==> src/rtl/dm_sba_arbiter_if.sv <==
// rtl/dm_sba_arbiter_if.sv - requester and downstream bus bundle for the SBA arbiter
interface dm_sba_arbiter_if #(
   parameter int unsigned NrPorts = 2
);
   // Requester side
   logic [NrPorts-1:0]       req_i;
   logic [NrPorts-1:0][63:0] addr_i;
   logic [NrPorts-1:0]       we_i;
   logic [NrPorts-1:0][63:0] wdata_i;
   logic [NrPorts-1:0][7:0]  be_i;
   logic [NrPorts-1:0][1:0]  size_i;
   logic [NrPorts-1:0]       gnt_o;
   logic [NrPorts-1:0]       valid_o;
   logic [63:0]              rdata_o;

   // Downstream side towards the AXI adapter
   logic        req_o;
   logic [63:0] addr_o;
   logic        we_o;
   logic [63:0] wdata_o;
   logic [7:0]  be_o;
   logic [1:0]  size_o;
   logic        gnt_i;
   logic        valid_i;
   logic [63:0] rdata_i;

   // Requesters plus the downstream responder
   modport master (
      output req_i, addr_i, we_i, wdata_i, be_i, size_i,
      output gnt_i, valid_i, rdata_i,
      input  gnt_o, valid_o, rdata_o,
      input  req_o, addr_o, we_o, wdata_o, be_o, size_o
   );

   // The arbiter itself
   modport slave (
      input  req_i, addr_i, we_i, wdata_i, be_i, size_i,
      input  gnt_i, valid_i, rdata_i,
      output gnt_o, valid_o, rdata_o,
      output req_o, addr_o, we_o, wdata_o, be_o, size_o
   );
endinterface

==> src/rtl/dm_sba_arbiter.sv <==
// rtl/dm_sba_arbiter.sv - round-robin arbiter sharing one system-bus port, one transaction in flight
module dm_sba_arbiter #(
   parameter int unsigned NrPorts = 2,
   parameter int unsigned IdxW    = (NrPorts > 1) ? $clog2(NrPorts) : 1
) (
   input  logic            clk_i,
   input  logic            rst_ni,
   input  logic            dmactive_i,
   output logic            busy_o,
   dm_sba_arbiter_if.slave bus
);

   typedef enum logic [1:0] {
      Idle = 2'd0,
      Req  = 2'd1,
      Wait = 2'd2
   } state_e;

   state_e          state_q, state_d;
   logic [IdxW-1:0] owner_q, owner_d;
   logic [IdxW-1:0] rr_q, rr_d;

   logic            owner_req;
   logic [63:0]     sel_addr;
   logic            sel_we;
   logic [63:0]     sel_wdata;
   logic [7:0]      sel_be;
   logic [1:0]      sel_size;
   logic            win_found;
   logic [IdxW-1:0] win_idx;
   logic [IdxW-1:0] owner_inc;
   int unsigned     cand;

   // Pick out the current owner's request line and payload
   always_comb begin
      owner_req = 1'b0;
      sel_addr  = '0;
      sel_we    = 1'b0;
      sel_wdata = '0;
      sel_be    = '0;
      sel_size  = '0;
      for (int unsigned i = 0; i < NrPorts; i++) begin
         if (owner_q == IdxW'(i)) begin
            owner_req = bus.req_i[i];
            sel_addr  = bus.addr_i[i];
            sel_we    = bus.we_i[i];
            sel_wdata = bus.wdata_i[i];
            sel_be    = bus.be_i[i];
            sel_size  = bus.size_i[i];
         end
      end
   end

   // Winner is the first requesting port at or above rr_q, wrapping around
   always_comb begin
      win_found = 1'b0;
      win_idx   = '0;
      cand      = 0;
      for (int unsigned k = 0; k < NrPorts; k++) begin
         cand = (32'(rr_q) + k) % NrPorts;
         for (int unsigned i = 0; i < NrPorts; i++) begin
            if (!win_found && cand == i && bus.req_i[i]) begin
               win_found = 1'b1;
               win_idx   = IdxW'(i);
            end
         end
      end
   end

   assign owner_inc = (owner_q == IdxW'(NrPorts - 1)) ? '0 : owner_q + IdxW'(1);

   // Next state; the pointer only moves past a port once that port got its grant
   always_comb begin
      state_d = state_q;
      owner_d = owner_q;
      rr_d    = rr_q;
      unique case (state_q)
         Idle: begin
            if (dmactive_i && win_found) begin
               owner_d = win_idx;
               state_d = Req;
            end
         end
         Req: begin
            if (!dmactive_i || !owner_req) begin
               state_d = Idle;
            end else if (bus.gnt_i) begin
               rr_d    = owner_inc;
               state_d = Wait;
            end
         end
         Wait: begin
            // The in-flight response is always absorbed, even while flushing
            if (bus.valid_i) begin
               state_d = Idle;
            end
         end
         default: state_d = Idle;
      endcase
   end

   // Output decode: grant and response are steered to the owner only
   always_comb begin
      busy_o      = (state_q != Idle);
      bus.req_o   = 1'b0;
      bus.addr_o  = '0;
      bus.we_o    = 1'b0;
      bus.wdata_o = '0;
      bus.be_o    = '0;
      bus.size_o  = '0;
      bus.gnt_o   = '0;
      bus.valid_o = '0;
      bus.rdata_o = '0;
      if (state_q == Req) begin
         bus.req_o   = dmactive_i & owner_req;
         bus.addr_o  = sel_addr;
         bus.we_o    = sel_we;
         bus.wdata_o = sel_wdata;
         bus.be_o    = sel_be;
         bus.size_o  = sel_size;
         for (int unsigned i = 0; i < NrPorts; i++) begin
            bus.gnt_o[i] = (owner_q == IdxW'(i)) & dmactive_i & owner_req & bus.gnt_i;
         end
      end
      if (state_q == Wait && bus.valid_i && dmactive_i) begin
         bus.rdata_o = bus.rdata_i;
         for (int unsigned i = 0; i < NrPorts; i++) begin
            bus.valid_o[i] = (owner_q == IdxW'(i));
         end
      end
   end

   // State registers
   always_ff @(posedge clk_i or negedge rst_ni) begin
      if (!rst_ni) begin
         state_q <= Idle;
         owner_q <= '0;
         rr_q    <= '0;
      end else begin
         state_q <= state_d;
         owner_q <= owner_d;
         rr_q    <= rr_d;
      end
   end

endmodule

==> src/flat_wrapper.sv <==
// flat-port wrapper written by rule: the top's interface ports become plain ports
module dm_sba_arbiter_flat 
#(
   parameter int unsigned NrPorts = 2,
   parameter int unsigned IdxW    = (NrPorts > 1) ? $clog2(NrPorts) : 1
)
  (clk_i, rst_ni, dmactive_i, busy_o, bus_req_i, bus_addr_i, bus_we_i, bus_wdata_i, bus_be_i, bus_size_i, bus_gnt_i, bus_valid_i, bus_rdata_i, bus_gnt_o, bus_valid_o, bus_rdata_o, bus_req_o, bus_addr_o, bus_we_o, bus_wdata_o, bus_be_o, bus_size_o);
  dm_sba_arbiter_if #(.NrPorts(NrPorts)) bus_i ();
  input  logic clk_i;
  input  logic rst_ni;
  input  logic dmactive_i;
  output logic busy_o;
  input wire logic [$bits(bus_i.req_i)-1:0] bus_req_i;
  input wire logic [$bits(bus_i.addr_i)-1:0] bus_addr_i;
  input wire logic [$bits(bus_i.we_i)-1:0] bus_we_i;
  input wire logic [$bits(bus_i.wdata_i)-1:0] bus_wdata_i;
  input wire logic [$bits(bus_i.be_i)-1:0] bus_be_i;
  input wire logic [$bits(bus_i.size_i)-1:0] bus_size_i;
  input wire logic [$bits(bus_i.gnt_i)-1:0] bus_gnt_i;
  input wire logic [$bits(bus_i.valid_i)-1:0] bus_valid_i;
  input wire logic [$bits(bus_i.rdata_i)-1:0] bus_rdata_i;
  output wire logic [$bits(bus_i.gnt_o)-1:0] bus_gnt_o;
  output wire logic [$bits(bus_i.valid_o)-1:0] bus_valid_o;
  output wire logic [$bits(bus_i.rdata_o)-1:0] bus_rdata_o;
  output wire logic [$bits(bus_i.req_o)-1:0] bus_req_o;
  output wire logic [$bits(bus_i.addr_o)-1:0] bus_addr_o;
  output wire logic [$bits(bus_i.we_o)-1:0] bus_we_o;
  output wire logic [$bits(bus_i.wdata_o)-1:0] bus_wdata_o;
  output wire logic [$bits(bus_i.be_o)-1:0] bus_be_o;
  output wire logic [$bits(bus_i.size_o)-1:0] bus_size_o;
  assign bus_i.req_i = bus_req_i;
  assign bus_i.addr_i = bus_addr_i;
  assign bus_i.we_i = bus_we_i;
  assign bus_i.wdata_i = bus_wdata_i;
  assign bus_i.be_i = bus_be_i;
  assign bus_i.size_i = bus_size_i;
  assign bus_i.gnt_i = bus_gnt_i;
  assign bus_i.valid_i = bus_valid_i;
  assign bus_i.rdata_i = bus_rdata_i;
  assign bus_gnt_o = bus_i.gnt_o;
  assign bus_valid_o = bus_i.valid_o;
  assign bus_rdata_o = bus_i.rdata_o;
  assign bus_req_o = bus_i.req_o;
  assign bus_addr_o = bus_i.addr_o;
  assign bus_we_o = bus_i.we_o;
  assign bus_wdata_o = bus_i.wdata_o;
  assign bus_be_o = bus_i.be_o;
  assign bus_size_o = bus_i.size_o;
  dm_sba_arbiter #(.NrPorts(NrPorts), .IdxW(IdxW)) u_core (.clk_i(clk_i), .rst_ni(rst_ni), .dmactive_i(dmactive_i), .busy_o(busy_o), .bus(bus_i));
endmodule
==> config.mk <==
export PLATFORM = sky130hd
export DESIGN_NAME = dm_sba_arbiter_flat
export DESIGN_NICKNAME = d
export VERILOG_FILES = /design/src/rtl/dm_sba_arbiter_if.sv /design/src/rtl/dm_sba_arbiter.sv /design/src/flat_wrapper.sv
export SDC_FILE = /design/constraint.sdc
export NUM_CORES = 1
export LEC_CHECK = 0
export ABC_AREA = 1
export CORE_AREA = 2 2 215 217
export CTS_BUF_LIST = sky130_fd_sc_hd__clkbuf_8
export DETAILED_ROUTE_END_ITERATION = 16
export DIE_AREA = 0 0 217 219
export MAX_ROUTING_LAYER = met4
export REMOVE_ABC_BUFFERS = 1
export SLEW_MARGIN = 20
export SYNTH_ARGS = -nofsm -noshare
export SYNTH_HDL_FRONTEND = slang
export SYNTH_SLANG_ARGS = --single-unit
==> constraint.sdc <==
create_clock -name clk_i -period 1.6 [get_ports clk_i]
set_input_delay 0.32 -clock clk_i [delete_from_list [all_inputs] [get_ports clk_i]]
set_output_delay 0.32 -clock clk_i [all_outputs]
set_load 0.01 [all_outputs]
==> impl_metrics.tcl <==
set metrics [dict create \
    status "finished, violations left" \
    violations "setup timing" \
    utilization_pct 24.4 \
    maxCapViolations 0 \
    final_layout_size_suffix_gt1_share_pct 39.8 \
    die_area_mm2 0.0475 \
    slew_viol_final 0 \
    die_x_um 217 \
    synthCells 639 \
    antenna_found_initial 11 \
    fillers 4965 \
    path_cells "inv_2 > nand4_1 > buf_6 > buf_6 > buf_16 > buf_6 > buf_6 > nor2_4 > buf_6" \
    dp_cells 1796 \
    max-vdd-ir-drop_v 0.000262 \
    yosysWarnings 0 \
    instances_no_fill 1894 \
    yosys-top-cells-area "nand2_1 38%, a21oi_1 24%, inv_1 8.9%" \
    netlist.area_leader.share_pct 37.8 \
    grt_max_degree 47 \
    slew_headroom_pct 75.6 \
    hpwl_um 22500 \
    yosys_register_bits 4 \
    grt_pass1_wl_um 38000 \
    period_share_pct 127 \
    dominantRegCellSynth "dfrtp_1" \
    worst_slew_pin_slew_ps 366 \
    fin_skew_ps 5.47 \
    synth.distinct_cells 15 \
    syn_area_per_cell_um2 4.53 \
    rsz0062_at_grt "true" \
    synth_edf_count 0 \
    ys_seq_area_share_pct 3.45 \
    worst_path_largest_cell_delay_ps 420 \
    io_pins 558 \
    hold_path.class "in2async" \
    end_kind "output port" \
    root_buffer "clkbuf_8" \
    r2r_cells 8 \
    stdcell_area_mm2 0.0110 \
    die_height_um 219 \
    portBuffers 557 \
    placed_area_mm2 0.00942 \
    ant_nets 0 \
    crit_type "reg2out" \
    finalSetupViolCount 209 \
    synth_area_mm2 0.00290 \
    insertion_delay_ps 220 \
    critPathArrivalTime_ps 1710 \
    wl_um 32800 \
    h-tree-depth 1 \
    vias 6784 \
    synthTopCellsByCount "292 x nand2_1, 140 x a21oi_1, 69 x inv_1" \
    viasPerCell 3.58 \
    fmax_ghz 0.491 \
    ctsHoldBuffers 0 \
    final.min_clock_period_ps 2030 \
    clock_sinks 4 \
    clockBufferDepth 2 \
    crit_path_max_fanout 6 \
    post-synth-top-count-cell "nand2_1" \
    dr.pass1.iters 4 \
    grt_overflow_total 0 \
    drc 0 \
    grt_use_total_pct 10.9 \
    cp.required_ps 1280 \
    path_clk_slew_ps 40 \
    cts_tree "done" \
    drt_iter0_drc 309 \
    worst_setup_path_start_kind "flip-flop" \
    cpMostUsedCell "buf_6" \
    cpMaxStageDelayCell "dfrtp_1" \
    leakagePower_uw 0.00507 \
    num_rows 78 \
    syn_to_final_growth_pct 280 \
    globalplace.congestion 0.804 \
    core_mm2 0.0451 \
    power-per-cell-area_mw_per_mm2 534 \
    hold_viol 0 \
    final_nets 1636 \
    synth_top_cell_by_area "nand2_1" \
    setup_tns_ps -54980 \
    avgRoutedWirePerCell_um 17.3 \
    numCtsBuffers 3 \
    initial_core_util_pct 6.43 \
    grt_pass1_vias 6346 \
    finalPower_uw 5890 \
    worst_slack_ps -435 \
    synthArstFlopShare_pct 100 \
]
-- placed cells by master (no fill, tap or decap), drive strengths merged --
cell / n
diode: 8
nand4: 3
nand2: 292
dlymetal6s2s: 3
clkbuf: 44
nor2: 71
clkinv: 1
buf: 296
dfrtp: 4
nand3: 1
dlygate4sd2: 2
inv: 72
o21ai: 2
o21bai: 1
clkdlybuf4s15: 7
clkdlybuf4s50: 347
a21oi: 140
-- what timing repair did --
item / 4_1_cts / 5_1_grt
gates resized for setup: 370 / 666
setup buffers: 10 / 51
setup endpoints to repair: 209 / 209
pin swaps: 12 / 35
gates cloned: 7 / 21
-- routing by layer --
metal	vias up	global-route usage, %	wire (um)
li1	3262	-	-
met1	3051	11.9	12200
met2	422	20.0	16800
met3	49	2.19	2880
met4	0	2.79	921
met5	-	-	0
-- per-stage QoR --
step                      hold slack, ps  setup slack [ps]
after detailed placement             563              -803
after CTS                            326              -716
after global routing                 327              -483
final                                324              -435
after floorplan                     24.4             -3150
after global placement               549              -809
-- registers in the layout (all words and copies together), names as in the netlist --
signal          flops
u_core.state_q      2
u_core.rr_q         1
u_core.owner_q      1
-- path summary, 6_finish.rpt --
check	start	endpoint	slack, ps
setup / recovery	u_core.state_q[0]$_DFFE_PN0P_	bus_rdata_o[3]	-430
hold reg to reg	u_core.rr_q$_DFFE_PN0P_	u_core.rr_q$_DFFE_PN0P_	610
min in group clk_i	bus_valid_i	u_core.state_q[1]$_DFFE_PN0P_	450
setup reg to reg	u_core.owner_q$_DFFE_PN0P_	u_core.state_q[1]$_DFFE_PN0P_	110
hold / removal	rst_ni	u_core.owner_q$_DFFE_PN0P_	320
max in group asynchronous	rst_ni	u_core.owner_q$_DFFE_PN0P_	1060
-- worst max-delay path: cells and delay by family, from the launching register on --
| kind | cells | cell delay (ps) |
|---|---|---|
| simple gates | 2 | 210 |
| flops | 1 | 420 |
| buf+inv | 7 | 860 |
-- cell type report --
| cell class | instances | area (um^2) | area share (%) |
|---|---|---|---|
| Inverter | 72 | 283 | 2.57 |
| Sequential cell | 4 | 104 | 0.942 |
| Timing Repair Buffer | 696 | 6930 | 62.8 |
| Multi-Input combinational cell | 510 | 2890 | 26.2 |
| Clock inverter | 1 | 3.75 | 0.0341 |
| Clock buffer | 3 | 41.3 | 0.375 |
| Tap cell | 600 | 751 | 6.81 |
| Antenna cell | 8 | 20.0 | 0.182 |
-- power by group --
| group | leakage [uW] | switching, uW | internal (uW) |
|---|---|---|---|
| sequential | 0.0000481 | 30.2 | 128 |
| combinational | 0.00499 | 2610 | 2890 |
| clock | 0.0000269 | 63.5 | 165 |
| total | 0.00507 | 2710 | 3180 |
-- cell families (layout without fill, tap and decap cells) --
logic type             count (synthesis)  count (layout)  share of synthesized area, %
flip-flops                             4               4                          3.45
other                                  0               8                             0
AO/OA/AOI/OAI                        143             143                          24.8
buffers and inverters                125             772                          20.5
AND/OR/NAND/NOR                      367             367                          51.3
No activity file was read; power rests on OpenSTA's default activity.
